$ cat config.mk
export PLATFORM = sky130hd
export DESIGN_NAME = dsp_dma_bus_responder
export DESIGN_NICKNAME = d
export VERILOG_FILES = /design/src/rtl/dsp_dma_bus_responder.sv
export SDC_FILE = /design/constraint.sdc
export NUM_CORES = 1
export LEC_CHECK = 0
export BUFFER_PORTS_ARGS = -buffer_cell sky130_fd_sc_hd__buf_4
export CELL_PAD_IN_SITES_DETAIL_PLACEMENT = 1
export CELL_PAD_IN_SITES_GLOBAL_PLACEMENT = 2
export CORE_MARGIN = 5
export CORE_UTILIZATION = 25
export DETAILED_ROUTE_END_ITERATION = 6
export PLACE_DENSITY_LB_ADDON = 0.25
export SYNTH_ARGS = -nofsm -noshare
export SYNTH_HDL_FRONTEND = slang
export SYNTH_SLANG_ARGS = --single-unit
$ cat constraint.sdc
create_clock -name CLK -period 2.17 [get_ports CLK]
set_clock_uncertainty 0.2 [all_clocks]
set_input_delay 0.217 -clock CLK [delete_from_list [all_inputs] [get_ports CLK]]
set_output_delay 0.217 -clock CLK [all_outputs]
set_load 0.1 [all_outputs]
$ cat src/rtl/dsp_dma_bus_responder.sv
// -----------------------------------------------------------------------------
// dsp_dma_bus_responder
//
// DSP-side responder for DMA memory cycles into DSP RAM. Arbitrates the RAM
// between DSP program accesses (DSPBUSY, always wins) and DMA requests, raises
// the bus acknowledge (DSPBAK/DSPBAKL), stretches each DMA cycle with WAIT,
// performs the single RAM read or write, and terminates the cycle by tracking
// MREQL/ST23L from the DMA cycle generator.
//
// Ports:
//   CLK, RESET        clock and synchronous active-high reset
//   DMAREQ            DMA bus request (level, held for a burst)
//   DMA0WRL           0 = DMA write into RAM, 1 = read
//   MREQL, ST23L      DMA memory strobe / cycle state 2-3 indicator (active low)
//   DMAADDR/DMAWDATA  DMA address and write data, valid while MREQL low
//   DSPBUSY           DSP program owns the RAM this cycle
//   DSPBAK/DSPBAKL    bus acknowledge and its inverse
//   WAIT              stretch the DMA cycle
//   RAMADDR/RAMWDATA  RAM address / write data
//   RAMWE/RAMRD       one-cycle RAM write / read strobes
//   RAMRDATA          RAM read data, valid the cycle after RAMRD
//   DMARDATA/RDVALID  read data to DMA (held) and its one-cycle update pulse
//   PROTERR           sticky protocol-error flag, cleared only by RESET
//
// Optional feature macro: DMA_HOLD_TIMEOUT_EN
//   When defined, a grant left idle (MREQL high) for HOLD_TIMEOUT consecutive
//   cycles raises PROTERR and releases the bus. When undefined the grant is
//   held for as long as DMAREQ stays high and the HOLD_TIMEOUT parameter and
//   its counter do not exist.
// -----------------------------------------------------------------------------
module dsp_dma_bus_responder #(
   parameter int ADDR_W       = 9,
   parameter int DATA_W       = 16,
`ifdef DMA_HOLD_TIMEOUT_EN
   parameter int HOLD_TIMEOUT = 15,
`endif
   parameter int WAIT_STATES  = 1
) (
   input  logic              CLK,
   input  logic              RESET,
   input  logic              DMAREQ,
   input  logic              DMA0WRL,
   input  logic              MREQL,
   input  logic              ST23L,
   input  logic [ADDR_W-1:0] DMAADDR,
   input  logic [DATA_W-1:0] DMAWDATA,
   input  logic              DSPBUSY,
   output logic              DSPBAK,
   output logic              DSPBAKL,
   output logic              WAIT,
   output logic [ADDR_W-1:0] RAMADDR,
   output logic [DATA_W-1:0] RAMWDATA,
   output logic              RAMWE,
   output logic              RAMRD,
   input  logic [DATA_W-1:0] RAMRDATA,
   output logic [DATA_W-1:0] DMARDATA,
   output logic              RDVALID,
   output logic              PROTERR
);

   typedef enum logic [2:0] {
      S_IDLE,
      S_GRANT,
      S_WAITST,
      S_ACCESS,
      S_DONE,
      S_RELEASE
   } state_t;

   localparam logic [2:0] WS_LOAD = 3'(WAIT_STATES);

   state_t              state_q, state_d;
   logic                bak_q, bak_d;
   logic                bakl_q, bakl_d;
   logic                wait_q, wait_d;
   logic                ramwe_q, ramwe_d;
   logic                ramrd_q, ramrd_d;
   logic                rdvalid_q, rdvalid_d;
   logic                proterr_q, proterr_d;
   logic [ADDR_W-1:0]   ramaddr_q, ramaddr_d;
   logic [DATA_W-1:0]   ramwdata_q, ramwdata_d;
   logic [DATA_W-1:0]   dmardata_q, dmardata_d;
   logic                wr_q, wr_d;          // captured direction: 1 = write
   logic [2:0]          wcnt_q, wcnt_d;      // remaining WAIT cycles
   // Read return sequencing in DONE: 2 = RAMRD cycle (RAM samples address),
   // 1 = RAMRDATA valid and gets latched, 0 = nothing pending.
   logic [1:0]          rd_stage_q, rd_stage_d;

`ifdef DMA_HOLD_TIMEOUT_EN
   localparam logic [3:0] HOLD_LAST = 4'(HOLD_TIMEOUT - 1);
   logic [3:0]          hold_cnt_q, hold_cnt_d;
`endif

   always_comb begin
      state_d    = state_q;
      bak_d      = bak_q;
      wait_d     = wait_q;
      ramwe_d    = 1'b0;
      ramrd_d    = 1'b0;
      rdvalid_d  = 1'b0;
      proterr_d  = proterr_q;
      ramaddr_d  = ramaddr_q;
      ramwdata_d = ramwdata_q;
      dmardata_d = dmardata_q;
      wr_d       = wr_q;
      wcnt_d     = wcnt_q;
      rd_stage_d = rd_stage_q;
`ifdef DMA_HOLD_TIMEOUT_EN
      hold_cnt_d = 4'd0;
`endif

      case (state_q)
         S_IDLE: begin
            bak_d  = 1'b0;
            wait_d = 1'b0;
            if (!MREQL) begin
               // A memory strobe without a grant is a DMA-side fault.
               proterr_d = 1'b1;
               state_d   = S_RELEASE;
            end else if (DMAREQ && !DSPBUSY) begin
               bak_d   = 1'b1;
               state_d = S_GRANT;
            end
         end

         S_GRANT: begin
            // MREQL is checked before DMAREQ so an access that starts on the
            // same edge as DMAREQ falling still completes before release.
            if (!MREQL) begin
               ramaddr_d = DMAADDR;
               wr_d      = ~DMA0WRL;
               if (!DMA0WRL) begin
                  ramwdata_d = DMAWDATA;
               end
               if (WAIT_STATES == 0) begin
                  wait_d  = 1'b0;
                  state_d = S_ACCESS;
               end else begin
                  wait_d  = 1'b1;
                  wcnt_d  = WS_LOAD;
                  state_d = S_WAITST;
               end
            end else if (!DMAREQ) begin
               state_d = S_RELEASE;
            end
`ifdef DMA_HOLD_TIMEOUT_EN
            else if (hold_cnt_q == HOLD_LAST) begin
               proterr_d = 1'b1;
               state_d   = S_RELEASE;
            end else begin
               hold_cnt_d = hold_cnt_q + 4'd1;
            end
`endif
         end

         S_WAITST: begin
            if (ST23L) begin
               proterr_d = 1'b1;
               wait_d    = 1'b0;
               state_d   = S_RELEASE;
            end else if (!DSPBUSY) begin
               // Counter freezes while the DSP holds the RAM.
               if (wcnt_q <= 3'd1) begin
                  wait_d  = 1'b0;
                  state_d = S_ACCESS;
               end else begin
                  wcnt_d = wcnt_q - 3'd1;
               end
            end
         end

         S_ACCESS: begin
            if (ST23L) begin
               proterr_d = 1'b1;
               wait_d    = 1'b0;
               state_d   = S_RELEASE;
            end else if (DSPBUSY) begin
               wait_d = 1'b1;
            end else begin
               wait_d     = 1'b0;
               ramwe_d    = wr_q;
               ramrd_d    = ~wr_q;
               rd_stage_d = wr_q ? 2'd0 : 2'd2;
               state_d    = S_DONE;
            end
         end

         S_DONE: begin
            if (rd_stage_q == 2'd2) begin
               rd_stage_d = 2'd1;
            end else begin
               if (rd_stage_q == 2'd1) begin
                  dmardata_d = RAMRDATA;
                  rdvalid_d  = 1'b1;
                  rd_stage_d = 2'd0;
               end
               if (ST23L) begin
                  state_d = DMAREQ ? S_GRANT : S_RELEASE;
               end
            end
         end

         S_RELEASE: begin
            bak_d   = 1'b0;
            wait_d  = 1'b0;
            state_d = S_IDLE;
         end

         default: begin
            bak_d   = 1'b0;
            wait_d  = 1'b0;
            state_d = S_IDLE;
         end
      endcase

      bakl_d = ~bak_d;
   end

   always_ff @(posedge CLK) begin
      if (RESET) begin
         state_q    <= S_IDLE;
         bak_q      <= 1'b0;
         bakl_q     <= 1'b1;
         wait_q     <= 1'b0;
         ramwe_q    <= 1'b0;
         ramrd_q    <= 1'b0;
         rdvalid_q  <= 1'b0;
         proterr_q  <= 1'b0;
         ramaddr_q  <= '0;
         ramwdata_q <= '0;
         dmardata_q <= '0;
         wr_q       <= 1'b0;
         wcnt_q     <= 3'd0;
         rd_stage_q <= 2'd0;
`ifdef DMA_HOLD_TIMEOUT_EN
         hold_cnt_q <= 4'd0;
`endif
      end else begin
         state_q    <= state_d;
         bak_q      <= bak_d;
         bakl_q     <= bakl_d;
         wait_q     <= wait_d;
         ramwe_q    <= ramwe_d;
         ramrd_q    <= ramrd_d;
         rdvalid_q  <= rdvalid_d;
         proterr_q  <= proterr_d;
         ramaddr_q  <= ramaddr_d;
         ramwdata_q <= ramwdata_d;
         dmardata_q <= dmardata_d;
         wr_q       <= wr_d;
         wcnt_q     <= wcnt_d;
         rd_stage_q <= rd_stage_d;
`ifdef DMA_HOLD_TIMEOUT_EN
         hold_cnt_q <= hold_cnt_d;
`endif
      end
   end

   assign DSPBAK   = bak_q;
   assign DSPBAKL  = bakl_q;
   assign WAIT     = wait_q;
   assign RAMADDR  = ramaddr_q;
   assign RAMWDATA = ramwdata_q;
   assign RAMWE    = ramwe_q;
   assign RAMRD    = ramrd_q;
   assign DMARDATA = dmardata_q;
   assign RDVALID  = rdvalid_q;
   assign PROTERR  = proterr_q;

endmodule
==> results.md <==
* TritonCTS clock tree: yes
* Run status: completed
* Antenna violations before repair at 0
* Fillers at around 1,000
* Post-layout net count at between 400 and 500
* Effective utilization at floorplan at 25.9%
* Main area contributors after synthesis: sky130_fd_sc_hd__dfxtp_1 (50%), sky130_fd_sc_hd__nand2_1 (15%), sky130_fd_sc_hd__a21oi_1 (11%)
* Final weighted congestion of routability-driven global placement at roughly 0.75
* Largest fanout on the critical path at 8
* Number of iterations in the first detailed-routing pass at 4
* Kind of critical path: register to register
* Count of synthesis-stage warnings from yosys at 0
* Mapped Cells at around 290
* Number of enable flip-flop cells after synthesis at 0
* Number of CTS-inserted buffers at 9
* CTS H-tree depth at 3
* Area of the placeable core at 8810 um^2
* Cell area after layout at around 3800 um^2
* Hold buffers post-CTS at 42
* Average size of a mapped cell at 8.02 um^2
* Via count of the first global-routing pass at between 2,000 and 3,000
* CTS clock-pin slew for the worst setup and hold paths at 0.07 ns
* Area share of the largest cell type after synthesis at about half
* Most numerous cell in the Yosys netlist: sky130_fd_sc_hd__nand2_1
* Leak Pwr at 1.55 nW
* Final setup vio count at 0
* DRT Wirelength at roughly 7.4 mm
* Highest ir drop seen on vdd at ~0.34 mV
* Most frequent cells after synthesis: sky130_fd_sc_hd__nand2_1 (91), sky130_fd_sc_hd__dfxtp_1 (57), sky130_fd_sc_hd__a21oi_1 (50), sky130_fd_sc_hd__clkbuf_1 (15), sky130_fd_sc_hd__nor2_1 (7)
* Area leader, netlist: sky130_fd_sc_hd__dfxtp_1
* Number of flip-flops and latches in the synthesized netlist at 57
* Quantity of gates resized following cts at 0
* DR iter-0 viols at 63
* Max_slew headroom at between 50% and 60%
* First-pass GRT wire length at roughly 12 mm
* Detail-routed via count per cell at around 4.5
* Final global-route overflow total at 0
* Slew at the pin with the worst max-slew slack at 0.635 ns
* Post-synthesis cell type count at 36
* Summed instance area of the synthesized netlist at between 2000 and 2500 um^2
* Final hold violation count at 0
* RSZ-0062 raised after global routing: no
* Post-synthesis sequential area ratio at about half
* Routed WL per cell at between 10 and 15 um
* Number of cell rows at 34
* Total vias in the final route at roughly 2,400
* Drc violations at 0
* Net count of the mapped netlist at between 300 and 400
* Element type at the critical path end: register
* Synthesis-to-layout area growth at 65.3%
* Die boundary height at 106 um
* Buffers on Ports at 95
* Die boundary width at 106 um
* Total routing resource utilization after global routing at between 10% and 20%
* CP arrival at between 2 and 2.5 ns
* Portion of the clock cycle consumed by the worst path in the final layout at between 90% and 100%
* Max-capacitance violation count at 0
* Final Slew Violations at 0
* Antenna Cells at 0
* Crit path launch type: register
* Final sum of negative setup slack at 0 ns
* Clock latency on the worst-skew pair at 0.32 ns
* Half-perimeter wire length after placement at about 5 mm
* Final worst path period need at 2.01 ns
* Post-detailed-route count of antenna-violating nets at 0
* Class of the tightest hold or removal check: input port to register
* Async SR Flop Fraction at 0%
* CTS Root Buffer Type: sky130_fd_sc_hd__clkbuf_8
* Required time worst endpoint at 2.18 ns
* Total power divided by cell area at around 870 nW/um^2
* Maximum number of pins on one net before global-route repair at between 50 and 60
* Max Freq at ~500 MHz
* Share of layout cells above drive strength 1 at roughly 29%
* Die outline area at approximately 11,000 um^2
* CTS max path bufs at 2
* Total clock sinks at 57
* Post-synth top flop: sky130_fd_sc_hd__dfxtp_1
* Buffers inserted by post-CTS timing repair at 0
* Area post-placement at 3160 um^2
* I/O pin count at 96
state kept, by name, indices dropped and copies added, names as in the netlist, 2 cells and up:
| signal | flops |
|---|---|
| RAMADDR | 9 |
| DMARDATA | 16 |
| rd_stage_q | 2 |
| wcnt_q | 3 |
| state_q | 3 |
| RAMWDATA | 16 |
final cells by class:
| class | instances | area [um^2] | area share [%] |
|---|---|---|---|
| clock buffer | 12 | 155 | 4.11 |
| clock inverter | 3 | 40.0 | 1.06 |
| inverter | 6 | 22.5 | 0.596 |
| multi-input combinational | 204 | 1050 | 27.9 |
| sequential | 57 | 1140 | 30.2 |
| tap | 108 | 135 | 3.58 |
| timing repair buffer | 148 | 1230 | 32.5 |
worst max-delay path, stage by stage, from the launching register on:
cell and delay (ns):
sky130_fd_sc_hd__dfxtp_1 0.38, sky130_fd_sc_hd__or4b_4 0.59, sky130_fd_sc_hd__a211oi_4 0.31, sky130_fd_sc_hd__nor2_1 0.07, sky130_fd_sc_hd__a2111oi_1 0.34
routing by layer:
layer | up-vias | global-route usage [%] | routed length, um
met5 | - | 0 | 0
met4 | 0 | 4.16 | 44
met3 | 6 | 3.67 | 441
met1 | 1122 | 16.7 | 3290
met2 | 59 | 23.8 | 3640
li1 | 1230 | - | -
cells by family (layout without fill, tap and decap cells):
family	after synthesis	count (layout)	synth area share (%)
AND/OR/NAND/NOR	126	126	24.3
AO/OA/AOI/OAI	69	69	17.3
flip-flops	57	57	49.9
buffers and inverters	24	169	4.11
adder cells (fa/ha/maj)	5	5	2.74
XOR/XNOR	2	2	0.767
multiplexers	2	2	0.876
worst paths after layout:
check | start | end | slack (ns) | depth (start not counted)
worst max-delay path | state_q[2] | wcnt_q[1] | 0.16 | 4
worst min-delay path | DSPBUSY | wcnt_q[1] | 0.08 | 4
worst max register to register | state_q[2] | wcnt_q[1] | 0.16 | 4
worst min register to register | DMARDATA[14] | DMARDATA[14] | 0.26 | 2
power breakdown:
part / switching, mW / internal [mW]
Clock: 0.414 / 0.584
Combinational: 0.746 / 0.371
Sequential: 0.0568 / 1.13
Total: 1.22 / 2.08
layout by cell type, fill, tap and decap left out, types with 2 or more instances in the layout:
cell type                         n
sky130_fd_sc_hd__clkbuf_8        11
sky130_fd_sc_hd__o211ai_1         2
sky130_fd_sc_hd__nor3_1           5
sky130_fd_sc_hd__nand2_1         91
sky130_fd_sc_hd__or3_1            3
sky130_fd_sc_hd__ha_1             5
sky130_fd_sc_hd__nor3b_1          3
sky130_fd_sc_hd__a21o_1           2
sky130_fd_sc_hd__nand2b_1         6
sky130_fd_sc_hd__a31oi_1          2
sky130_fd_sc_hd__o21ai_0          5
sky130_fd_sc_hd__buf_4          105
sky130_fd_sc_hd__clkinv_2         2
sky130_fd_sc_hd__inv_1            6
sky130_fd_sc_hd__dfxtp_1         57
sky130_fd_sc_hd__nand3b_1         2
sky130_fd_sc_hd__a21oi_1         50
sky130_fd_sc_hd__dlygate4sd3_1   42
sky130_fd_sc_hd__nor2_1           7
sky130_fd_sc_hd__mux2i_1          2
metrics by stage:
| step | total power [mW] | hold slack (ns) | cells | util, % | setup slack [ns] |
|---|---|---|---|---|---|
| 6_report | 3.30 | 0.0782 | 538 | 42.9 | 0.163 |
| 4_1_cts | 3.36 | 0.0496 | 538 | 42.9 | 0.146 |
| 5_1_grt | 3.49 | 0.0778 | 538 | 42.9 | 0.000792 |
| 2_1_floorplan | 1.96 | 0.0991 | 285 | - | 0.180 |
| 3_3_place_gp | 2.26 | 0.243 | 481 | 35.9 | 0.234 |
| 3_5_place_dp | 2.28 | 0.248 | 481 | 35.9 | 0.164 |
Note: power is estimated with default switching activity, not from simulation.
